<file path="src/rtl/channel_sequencer_pkg.sv">
// Shared types and constants for the channel sequencer.
package channel_sequencer_pkg;

  localparam int unsigned CHAN_W = 3;

  localparam logic [CHAN_W-1:0] CHAN_BLANK = 3'b111;

  typedef enum logic [1:0] {
    ST_MANUAL = 2'd0,
    ST_AUTO   = 2'd1,
    ST_BLANK  = 2'd2
  } state_e;

endpackage

</file>
<file path="src/rtl/channel_sequencer_button_debouncer.sv">
// Raw pushbutton -> synchronized, debounced, single-cycle press pulse.
module button_debouncer #(
  parameter int unsigned DEBOUNCE_CYCLES = 1000000
) (
  input  logic clk,
  input  logic resetn,
  input  logic i_btn,
  output logic o_press
);

  localparam int unsigned CNT_W = (DEBOUNCE_CYCLES > 1) ? $clog2(DEBOUNCE_CYCLES) : 1;
  localparam logic [CNT_W-1:0] CNT_LAST = CNT_W'(DEBOUNCE_CYCLES - 1);

  logic [1:0]       r_sync;
  logic [1:0]       r_fill;
  logic [CNT_W-1:0] r_cnt;
  logic             r_level;
  logic             r_level_d;
  logic             r_armed;
  logic             r_press;

  logic w_sample;
  logic w_differs;
  logic w_accept;

  assign w_sample  = r_sync[1];
  assign w_differs = (w_sample != r_level);
  assign w_accept  = w_differs && (r_cnt == CNT_LAST);

  // Two-flop synchronizer for the asynchronous button.
  always_ff @(posedge clk) begin
    if (!resetn) r_sync <= '0;
    else         r_sync <= {r_sync[0], i_btn};
  end

  // Marks when the synchronizer holds real samples rather than reset zeros.
  always_ff @(posedge clk) begin
    if (!resetn) r_fill <= '0;
    else         r_fill <= {r_fill[0], 1'b1};
  end

  // Count consecutive samples that disagree with the accepted level.
  always_ff @(posedge clk) begin
    if (!resetn) begin
      r_cnt   <= '0;
      r_level <= 1'b0;
    end else if (!w_differs) begin
      r_cnt   <= '0;
    end else if (w_accept) begin
      r_cnt   <= '0;
      r_level <= w_sample;
    end else begin
      r_cnt   <= r_cnt + CNT_W'(1);
    end
  end

  // A button held through reset must be seen released before it may press.
  always_ff @(posedge clk) begin
    if (!resetn) r_armed <= 1'b0;
    else         r_armed <= r_armed | (r_fill[1] & ~w_sample);
  end

  // Rising edge of the debounced level becomes a one-cycle press.
  always_ff @(posedge clk) begin
    if (!resetn) begin
      r_level_d <= 1'b0;
      r_press   <= 1'b0;
    end else begin
      r_level_d <= r_level;
      r_press   <= r_level & ~r_level_d & r_armed;
    end
  end

  assign o_press = r_press;

endmodule

</file>
<file path="src/rtl/channel_sequencer.sv">
// Channel selector with manual/auto stepping, blanking and debounced buttons.
module channel_sequencer
  import channel_sequencer_pkg::*;
#(
  parameter int unsigned NUM_CHANNELS    = 3,
  parameter int unsigned DEBOUNCE_CYCLES = 1000000,
  parameter int unsigned AUTO_PERIOD     = 8
) (
  input  logic              clk,
  input  logic              resetn,
  input  logic              btn_next,
  input  logic              btn_mode,
  input  logic              enable,
  input  logic              tick,
  output logic [CHAN_W-1:0] curr_channel,
  output logic              auto_mode,
  output logic              chan_changed
);

  localparam int unsigned TICK_W = (AUTO_PERIOD > 1) ? $clog2(AUTO_PERIOD) : 1;
  localparam logic [TICK_W-1:0] TICK_LAST = TICK_W'(AUTO_PERIOD - 1);
  localparam logic [CHAN_W-1:0] IDX_LAST  = CHAN_W'(NUM_CHANNELS - 1);

  state_e            r_state;
  state_e            r_ret_mode;
  logic [CHAN_W-1:0] r_index;
  logic [TICK_W-1:0] r_tick_cnt;
  logic [CHAN_W-1:0] r_curr;
  logic              r_auto;
  logic              r_changed;

  state_e            w_state_nxt;
  state_e            w_ret_nxt;
  logic [CHAN_W-1:0] w_index_nxt;
  logic [TICK_W-1:0] w_tick_nxt;
  logic              w_advance;
  logic              w_press_next;
  logic              w_press_mode;

  button_debouncer #(
    .DEBOUNCE_CYCLES (DEBOUNCE_CYCLES)
  ) u_dbn_next (
    .clk     (clk),
    .resetn  (resetn),
    .i_btn   (btn_next),
    .o_press (w_press_next)
  );

  button_debouncer #(
    .DEBOUNCE_CYCLES (DEBOUNCE_CYCLES)
  ) u_dbn_mode (
    .clk     (clk),
    .resetn  (resetn),
    .i_btn   (btn_mode),
    .o_press (w_press_mode)
  );

  // State and retained-mode registers.
  always_ff @(posedge clk) begin
    if (!resetn) begin
      r_state    <= ST_MANUAL;
      r_ret_mode <= ST_MANUAL;
    end else begin
      r_state    <= w_state_nxt;
      r_ret_mode <= w_ret_nxt;
    end
  end

  // Next state, tick counter and advance decision; mode press beats next press.
  always_comb begin
    w_state_nxt = r_state;
    w_ret_nxt   = r_ret_mode;
    w_tick_nxt  = r_tick_cnt;
    w_advance   = 1'b0;
    case (r_state)
      ST_MANUAL: begin
        if (!enable) begin
          w_state_nxt = ST_BLANK;
          w_ret_nxt   = ST_MANUAL;
        end else if (w_press_mode) begin
          w_state_nxt = ST_AUTO;
          w_tick_nxt  = '0;
        end else if (w_press_next) begin
          w_advance   = 1'b1;
        end
      end
      ST_AUTO: begin
        if (!enable) begin
          w_state_nxt = ST_BLANK;
          w_ret_nxt   = ST_AUTO;
        end else if (w_press_mode) begin
          w_state_nxt = ST_MANUAL;
          w_tick_nxt  = '0;
        end else if (w_press_next) begin
          w_advance   = 1'b1;
          w_tick_nxt  = '0;
        end else if (tick) begin
          if (r_tick_cnt == TICK_LAST) begin
            w_advance  = 1'b1;
            w_tick_nxt = '0;
          end else begin
            w_tick_nxt = r_tick_cnt + TICK_W'(1);
          end
        end
      end
      ST_BLANK: begin
        if (enable) begin
          w_state_nxt = r_ret_mode;
          w_tick_nxt  = '0;
        end
      end
      default: begin
        w_state_nxt = ST_MANUAL;
      end
    endcase
    w_index_nxt = r_index;
    if (w_advance) begin
      w_index_nxt = (r_index == IDX_LAST) ? '0 : r_index + CHAN_W'(1);
    end
  end

  // Index, tick counter and registered outputs.
  always_ff @(posedge clk) begin
    if (!resetn) begin
      r_index    <= '0;
      r_tick_cnt <= '0;
      r_curr     <= '0;
      r_auto     <= 1'b0;
      r_changed  <= 1'b0;
    end else begin
      r_index    <= w_index_nxt;
      r_tick_cnt <= w_tick_nxt;
      r_curr     <= (w_state_nxt == ST_BLANK) ? CHAN_BLANK : w_index_nxt;
      r_auto     <= (w_state_nxt == ST_AUTO);
      r_changed  <= (w_index_nxt != r_index);
    end
  end

  assign curr_channel = r_curr;
  assign auto_mode    = r_auto;
  assign chan_changed = r_changed;

endmodule

</file>
<file path="config.mk">
export PLATFORM = sky130hd
export DESIGN_NAME = channel_sequencer
export DESIGN_NICKNAME = d
export VERILOG_FILES = /design/src/rtl/channel_sequencer_pkg.sv /design/src/rtl/channel_sequencer_button_debouncer.sv /design/src/rtl/channel_sequencer.sv
export SDC_FILE = /design/constraint.sdc
export NUM_CORES = 1
export LEC_CHECK = 0
export CORE_UTILIZATION = 55
export DETAILED_ROUTE_END_ITERATION = 6
export PLACE_DENSITY = 0.73
export RECOVER_POWER = 100
export SETUP_SLACK_MARGIN = 0.5
export SLEW_MARGIN = 25
export SYNTH_ARGS = -nofsm -noshare
export SYNTH_HDL_FRONTEND = slang
export SYNTH_SLANG_ARGS = --single-unit
</file>
<file path="constraint.sdc">
create_clock -name clk -period 4.6 [get_ports clk]
set_input_delay 0.69 -clock clk [delete_from_list [all_inputs] [get_ports clk]]
set_output_delay 0.69 -clock clk [all_outputs]
set_load 0.02 [all_outputs]
</file>
==> results of run 1 <==
[power by group]
group / internal [mW] / switching, mW / total [mW]
logic: 0.00957 / 0.0136 / 0.0232
registers: 0.595 / 0.00305 / 0.598
clock network: 0.303 / 0.216 / 0.519
total: 0.907 / 0.233 / 1.14
[synth_stat cells, drive strengths merged (9+ instances only)]
cell type / n
nand3: 13
dfxtp: 68
and2: 10
xnor2: 22
nor2: 41
a21oi: 18
inv: 13
o21ai: 10
or4: 9
or3: 11
nand2: 18
[cell type report]
cell class,instances,area [µm²]
clock buffer,9,124
clock inverter,7,91.3
fill,437,1660
inverter,13,48.8
multi-input combinational,218,1340
sequential,68,1360
tap,67,83.8
timing repair buffer,11,104
[worst reg2reg max path: stages (launching register included)]
cell and delay (ps):
dfxtp_1 370, or4b_1 520, or4_1 580, o211ai_1 1120, nor2_1 130
[registers in the layout, indices dropped and copies added (netlist names), 2 cells and up]
| register | count |
|---|---|
| curr_channel | 3 |
| r_index | 3 |
| r_state | 2 |
| r_tick_cnt | 3 |
| u_dbn_mode.r_cnt | 20 |
| u_dbn_mode.r_sync | 2 |
| u_dbn_next.r_cnt | 20 |
| u_dbn_next.r_sync | 2 |
[kinds of logic after synthesis]
| kind of cell | Yosys count |
|---|---|
| xor+xnor | 28 |
| mux | 4 |
| fa+ha+maj | 4 |
| simple gates | 140 |
| flops | 68 |
| buf+inv | 22 |
| compound gates | 42 |
[through the flow]
stage	std cells	setup WS, ps	instance area (µm²)	total power [mW]	util (%)
2_1_floorplan	308	2700	2800	0.625	-
3_3_place_gp	377	2110	2950	0.636	61.2
3_5_place_dp	377	2090	2950	0.636	61.2
4_1_cts	393	2180	3170	1.16	65.7
5_1_grt	393	1440	3150	1.18	65.5
6_report	393	1730	3150	1.14	65.5
[worst max path at each step]
stage / end / slack [ps] / cells past startpoint
after global routing: u_dbn_next.r_cnt[10]$_SDFF_PP0_ / 1440 / 4
after detailed placement: r_tick_cnt[0]$_SDFFE_PN0P_ / 2090 / 4
after floorplan: u_dbn_mode.r_cnt[18]$_SDFF_PP0_ / 2700 / 5
final: u_dbn_next.r_cnt[4]$_SDFF_PP0_ / 1730 / 4
after CTS: u_dbn_next.r_cnt[4]$_SDFF_PP0_ / 2180 / 4
after global placement: r_tick_cnt[0]$_SDFFE_PN0P_ / 2110 / 4
[layer usage]
metal,global-route usage (%),part of all wire [%]
met5,0,0
met1,24.3,52
met3,6.17,3.5
met4,10.7,1.9
met2,28.6,43
==> key figures, run 1 <==
Clock tree
  – Clock transition at path regs: approximately 70 ps
  – H-tree Lvls: 3
  – Cts repair resizes: 0
  – Root Buffer Master: clkbuf_8
  – Later-pin clock latency in the skew report: ~340 ps
  – CTS Sinks: between 60 and 70
  – Hold Buf Count CTS: 0
  – Setup Fix Bufs, Post-CTS: 0
  – CTS buffer count: 9
  – TritonCTS clock tree: built
  – Clk buf depth: 2

Cells and area
  – Most frequent cells in the layout: dfxtp_1, nor2_1, xnor2_1, nand2_1, a21oi_1
  – Most common cell after layout, fill and taps aside: dfxtp_1
  – Layout Nets: approximately 330
  – Area grow syn2layout: 12.5%
  – Fraction of layout cells with a size suffix above 1: under 10%
  – Diode count: 0

Floorplan
  – Core Region: 4820 µm²
  – Row count: 25
  – Initial cell density of the core: about 58%
  – Die outline width: around 73 µm
  – Ports: 11
  – Die area: ~5400 µm²
  – Die height: roughly 73 µm

Timing
  – Final period utilization: 62.5%
  – Hold_ws: around 430 ps
  – Sum of negative setup slack: 0 ps
  – RSZ-0062 raised after global routing: false
  – Clock period minus worst slack: ~2900 ps
  – Final hold vios: 0
  – Max Freq: 348 MHz
  – Clock skew: ~11 ps
  – Slew Limit Fails: 0
  – Max-slew headroom: 5.06%
  – Final-report setup violation count: 0
  – Worst slew pin tran: 1420 ps

Setup path
  – R2R Path End: u_dbn_next.r_cnt[4]$_SDFF_PP0_
  – Crit Path Category: reg2reg
  – CP bufs+invs: 0
  – CP arrival: between 3000 and 4000 ps
  – Critical Path Start: u_dbn_next.r_cnt[12]$_SDFF_PP0_
  – Slowest stage delay, CP: between 1000 and 1500 ps
  – CP top delay family: simple AND/OR/NAND/NOR gates
  – Crit path launch type: register
  – Worst Path Required: between 4000 and 5000 ps
  – Reg2reg path depth: 4
  – Worst-path fanout max: 20
  – Worst r2r src: u_dbn_next.r_cnt[12]$_SDFF_PP0_
  – Endpoint class of the critical path: register
  – Critical-path cell list: or4b_1, or4_1, o211ai_1, nor2_1
  – Setup slack, reg-to-reg: ~1700 ps
  – Slowest-stage cell, CP: o211ai_1

Job
  – Max-Cap Viols: 0

Logic synthesis
  – Synth warn: 0
  – Post-synthesis compound-gate area fraction: a little under a tenth
  – Share of the synthesized area in the top cell type: 48.6%
  – Register area share after synthesis: 48.6%
  – Largest family of logic cells by synthesized area: simple AND/OR/NAND/NOR gates
  – Cell count after synthesis: roughly 310
  – Post-Synth Simple-Gate Area: a little over a quarter
  – Post-Syn Area: around 2800 µm²
  – Synthesized flop and latch total: between 60 and 70
  – Synthesized-area fraction occupied by adder cells: roughly 1.8%
  – Area leader, netlist: dfxtp_1
  – Xor/xnor cell area share of the yosys netlist: under 10%
  – EDFF count, synth: 0
  – Count of cell types in the netlist: roughly 40
  – Most used flip-flop cell after synthesis: dfxtp_1
  – Post-synth ARST share: 0%
  – Proportion of synthesized area in mux cells: 1.43%
  – Synth Net Count: about 320
  – Synth area leaders: dfxtp_1, xnor2_1, nor2_1, a21oi_1, or3_1
  – Mapped Avg Cell Area: just over 9 µm²

GRT
  – Grt total ovfl: 0
  – Pin count of the biggest net entering global routing: 21
  – Initial antenna violation count: 0
  – Vias in the first global route: between 1500 and 2000
  – Global-route wire length before repair: 7710 µm
  – Total GRT Usage: 19.1%

Routing
  – Vias: 2091
  – DRC violations left: 0
  – Vias per inst: 5.32
  – Initial DRC Count: between 100 and 150
  – 1st-pass router iterations: 4
  – Antenna viol nets, final: 0
  – Routed WL: between 4000 and 5000 µm
  – Average routed wire per standard cell: around 12 µm

Power
  – Pwr per Cell Area: 362 nW/µm²
  – P_leak: 1.04 nW
  – VDD IR max: approximately 0.21 mV

Worst hold path
  – Worst Hold End: u_dbn_next.r_fill[1]$_SDFF_PN0_
  – Hold Startpoint: u_dbn_mode.r_fill[0]$_DFF_P_
  – Worst hold stages: 1
  – Hold Path Class: reg2reg

Place
  – Gpl congestion: 0.782
  – HPWL after DPL: about 3100 µm
  – I/O Buffers: 10

Status
  – Status: complete, no violations
Power figures use the tool's default switching activity.
==> run 2: changes to the inputs <==
clock period = 2.7 ns   (was 4.6 ns; I/O delays follow)
==> run 2 against run 1 <==
Compared with the run above: sequential cell count is the same; clock skew shrank 4.6 ps; core utilization shrank 0.18 points; cell count grew 0.25%; die area is the same; first-iteration DRC count grew 16%; combinational power grew 74%; worst hold slack gained 11 ps; cell area shrank 0.28%; clock-buffer cell count is the same; critical path type unchanged.
==> key figures, run 2 (synthesis results as in run 1) <==
Status
  – Status: complete, no violations

Cells and area
  – Top flop regs: u_dbn_mode.r_cnt (20), u_dbn_next.r_cnt (20)
  – Layout fillers: 410
  – Post-layout util: between 60% and 70%
  – Most frequent cells in the layout: dfxtp_1, nor2_1, xnor2_1, nand2_1, a21oi_1
  – Area grow syn2layout: 12.2%
  – Diode count: 0
  – Layout Nets: about 330
  – Fraction of layout cells with a size suffix above 1: 7.65%
  – Final Cell Area: 3140 µm²
  – Most common cell after layout, fill and taps aside: dfxtp_1

GRT
  – Global-route wire length before repair: just under 8000 µm
  – Pin count of the biggest net entering global routing: 21
  – Vias in the first global route: 1849
  – Grt total ovfl: 0
  – Initial antenna violation count: 0
  – Total GRT Usage: between 10% and 20%

Clock tree
  – CTS buffer count: 9
  – Later-pin clock latency in the skew report: ~330 ps
  – Hold Buf Count CTS: 0
  – Cts repair resizes: 0
  – Root Buffer Master: clkbuf_8
  – Clk buf depth: 2
  – CTS Sinks: between 60 and 70
  – TritonCTS clock tree: built
  – H-tree Lvls: 3
  – Clock transition at path regs: ~70 ps
  – Setup Fix Bufs, Post-CTS: 0

Power
  – P_leak: around 1.0 nW
  – Net Sw Frac: around 22%
  – Pwr per Cell Area: ~600 nW/µm²
  – Overall power: ~1.9 mW
  – VDD IR max: between 0.3 and 0.4 mV
  – Comb power frac: between 2 and 2.5%
  – Seq pwr share: 54.2%
  – Int Pwr: 1.46 mW
  – Net Sw Power: 0.419 mW
  – Clock power frac: 43.7%

Setup path
  – Worst-path fanout max: 20
  – Crit path launch type: register
  – Worst Path Required: roughly 2900 ps
  – Worst r2r src: u_dbn_next.r_cnt[12]$_SDFF_PP0_
  – Crit Path Category: reg2reg
  – Endpoint class of the critical path: register
  – R2R Path End: u_dbn_next.r_cnt[5]$_SDFF_PP0_
  – Setup slack, reg-to-reg: between 400 and 500 ps
  – Reg2reg path depth: 5
  – CP arrival: ~2400 ps
  – Critical Path Start: u_dbn_next.r_cnt[12]$_SDFF_PP0_

Routing
  – Routed WL: 4680 µm
  – Average routed wire per standard cell: about 12 µm
  – 1st-pass router iterations: 4
  – Vias per inst: around 5.2
  – Antenna viol nets, final: 0
  – Initial DRC Count: 129
  – Vias: between 2000 and 2500
  – DRC violations left: 0

Place
  – I/O Buffers: 10
  – HPWL after DPL: 3150 µm
  – Gpl congestion: between 0.8 and 0.9
  – Placed cell areas: about 3000 µm²

Floorplan
  – Initial cell density of the core: between 50% and 60%
  – Die area: around 5400 µm²
  – Ports: 11
  – Core Region: between 4000 and 5000 µm²
  – Row count: 25
  – Die height: roughly 73 µm
  – Die outline width: about 73 µm

Timing
  – Final hold vios: 0
  – Sum of negative setup slack: 0 ps
  – Clock period minus worst slack: roughly 2200 ps
  – Max-slew headroom: 39.1%
  – Max Freq: 447 MHz
  – Final-report setup violation count: 0
  – Slew Limit Fails: 0
  – RSZ-0062 raised after global routing: false
  – Clock skew: about 6.6 ps
  – Final period utilization: ~83%
  – Worst slew pin tran: 902 ps

Worst hold path
  – Worst hold stages: 1
  – Hold Startpoint: u_dbn_mode.r_fill[0]$_DFF_P_
  – Worst Hold End: u_dbn_next.r_fill[1]$_SDFF_PN0_
  – Hold Path Class: reg2reg

Job
  – Max-Cap Viols: 0
## run 2: changes by cell type in the layout (fill, tap and decap cells not counted), sizes merged
| cell | before | now |
|---|---|---|
| clkinv | 4 | 3 |
| inv | 13 | 14 |
| bufinv | 2 | 1 |
| clkbuf | 10 | 11 |
| clkinvlp | 1 | 2 |
## run 2: metal layers
| metal | track usage (%) | part of all wire, % | up-vias |
|---|---|---|---|
| met5 | 0 | 0 | - |
| met4 | 7.26 | 0.90 | 0 |
| met3 | 5.76 | 1.6 | 4 |
| met2 | 30.0 | 44 | 20 |
| met1 | 25.0 | 54 | 931 |
| li1 | - | - | 1112 |
## run 2: power by group through the flow
stage          logic, mW  registers, mW  clock network [mW]
2_1_floorplan     0.0207           1.04                   0
5_1_grt           0.0454           1.02               0.887
6_report          0.0403           1.02               0.821
3_3_place_gp      0.0425           1.04                   0
4_1_cts           0.0431           1.02               0.847
3_5_place_dp      0.0428           1.04                   0
## run 2: per-stage QoR
stage / worst slack [ps] / instances / hold WS [ps]
3_5_place_dp: 470 / 378 / 424
4_1_cts: 621 / 394 / 443
2_1_floorplan: 799 / 308 / 412
5_1_grt: 272 / 394 / 468
3_3_place_gp: 509 / 378 / 413
6_report: 461 / 394 / 442
## run 2: worst max-delay path: stages, from the launching register on
cell	delay [ps]
dfxtp_1	360
or4b_1	530
or4_1	570
o211ai_1	170
clkbuf_2	380
nor2_1	100
## run 2: final cells by class
type | count | area, µm² | area share (%)
clock buffers | 9 | 124 | 3.94
repair buffers | 12 | 110 | 3.50
multi-input cells | 218 | 1340 | 42.6
clock inverters | 7 | 76.3 | 2.43
inverters | 13 | 48.8 | 1.55
flip-flops and latches | 68 | 1360 | 43.3
well taps | 67 | 83.8 | 2.67
## run 2: worst max path at each step
stage / to / slack, ps / cells after the start
floorplan: u_dbn_mode.r_cnt[18]$_SDFF_PP0_ / 800 / 5
global placement: r_tick_cnt[0]$_SDFFE_PN0P_ / 510 / 4
detailed placement: r_tick_cnt[0]$_SDFFE_PN0P_ / 470 / 4
CTS: u_dbn_mode.r_cnt[10]$_SDFF_PP0_ / 620 / 5
global route: u_dbn_next.r_cnt[5]$_SDFF_PP0_ / 270 / 5
finish: u_dbn_next.r_cnt[5]$_SDFF_PP0_ / 460 / 5
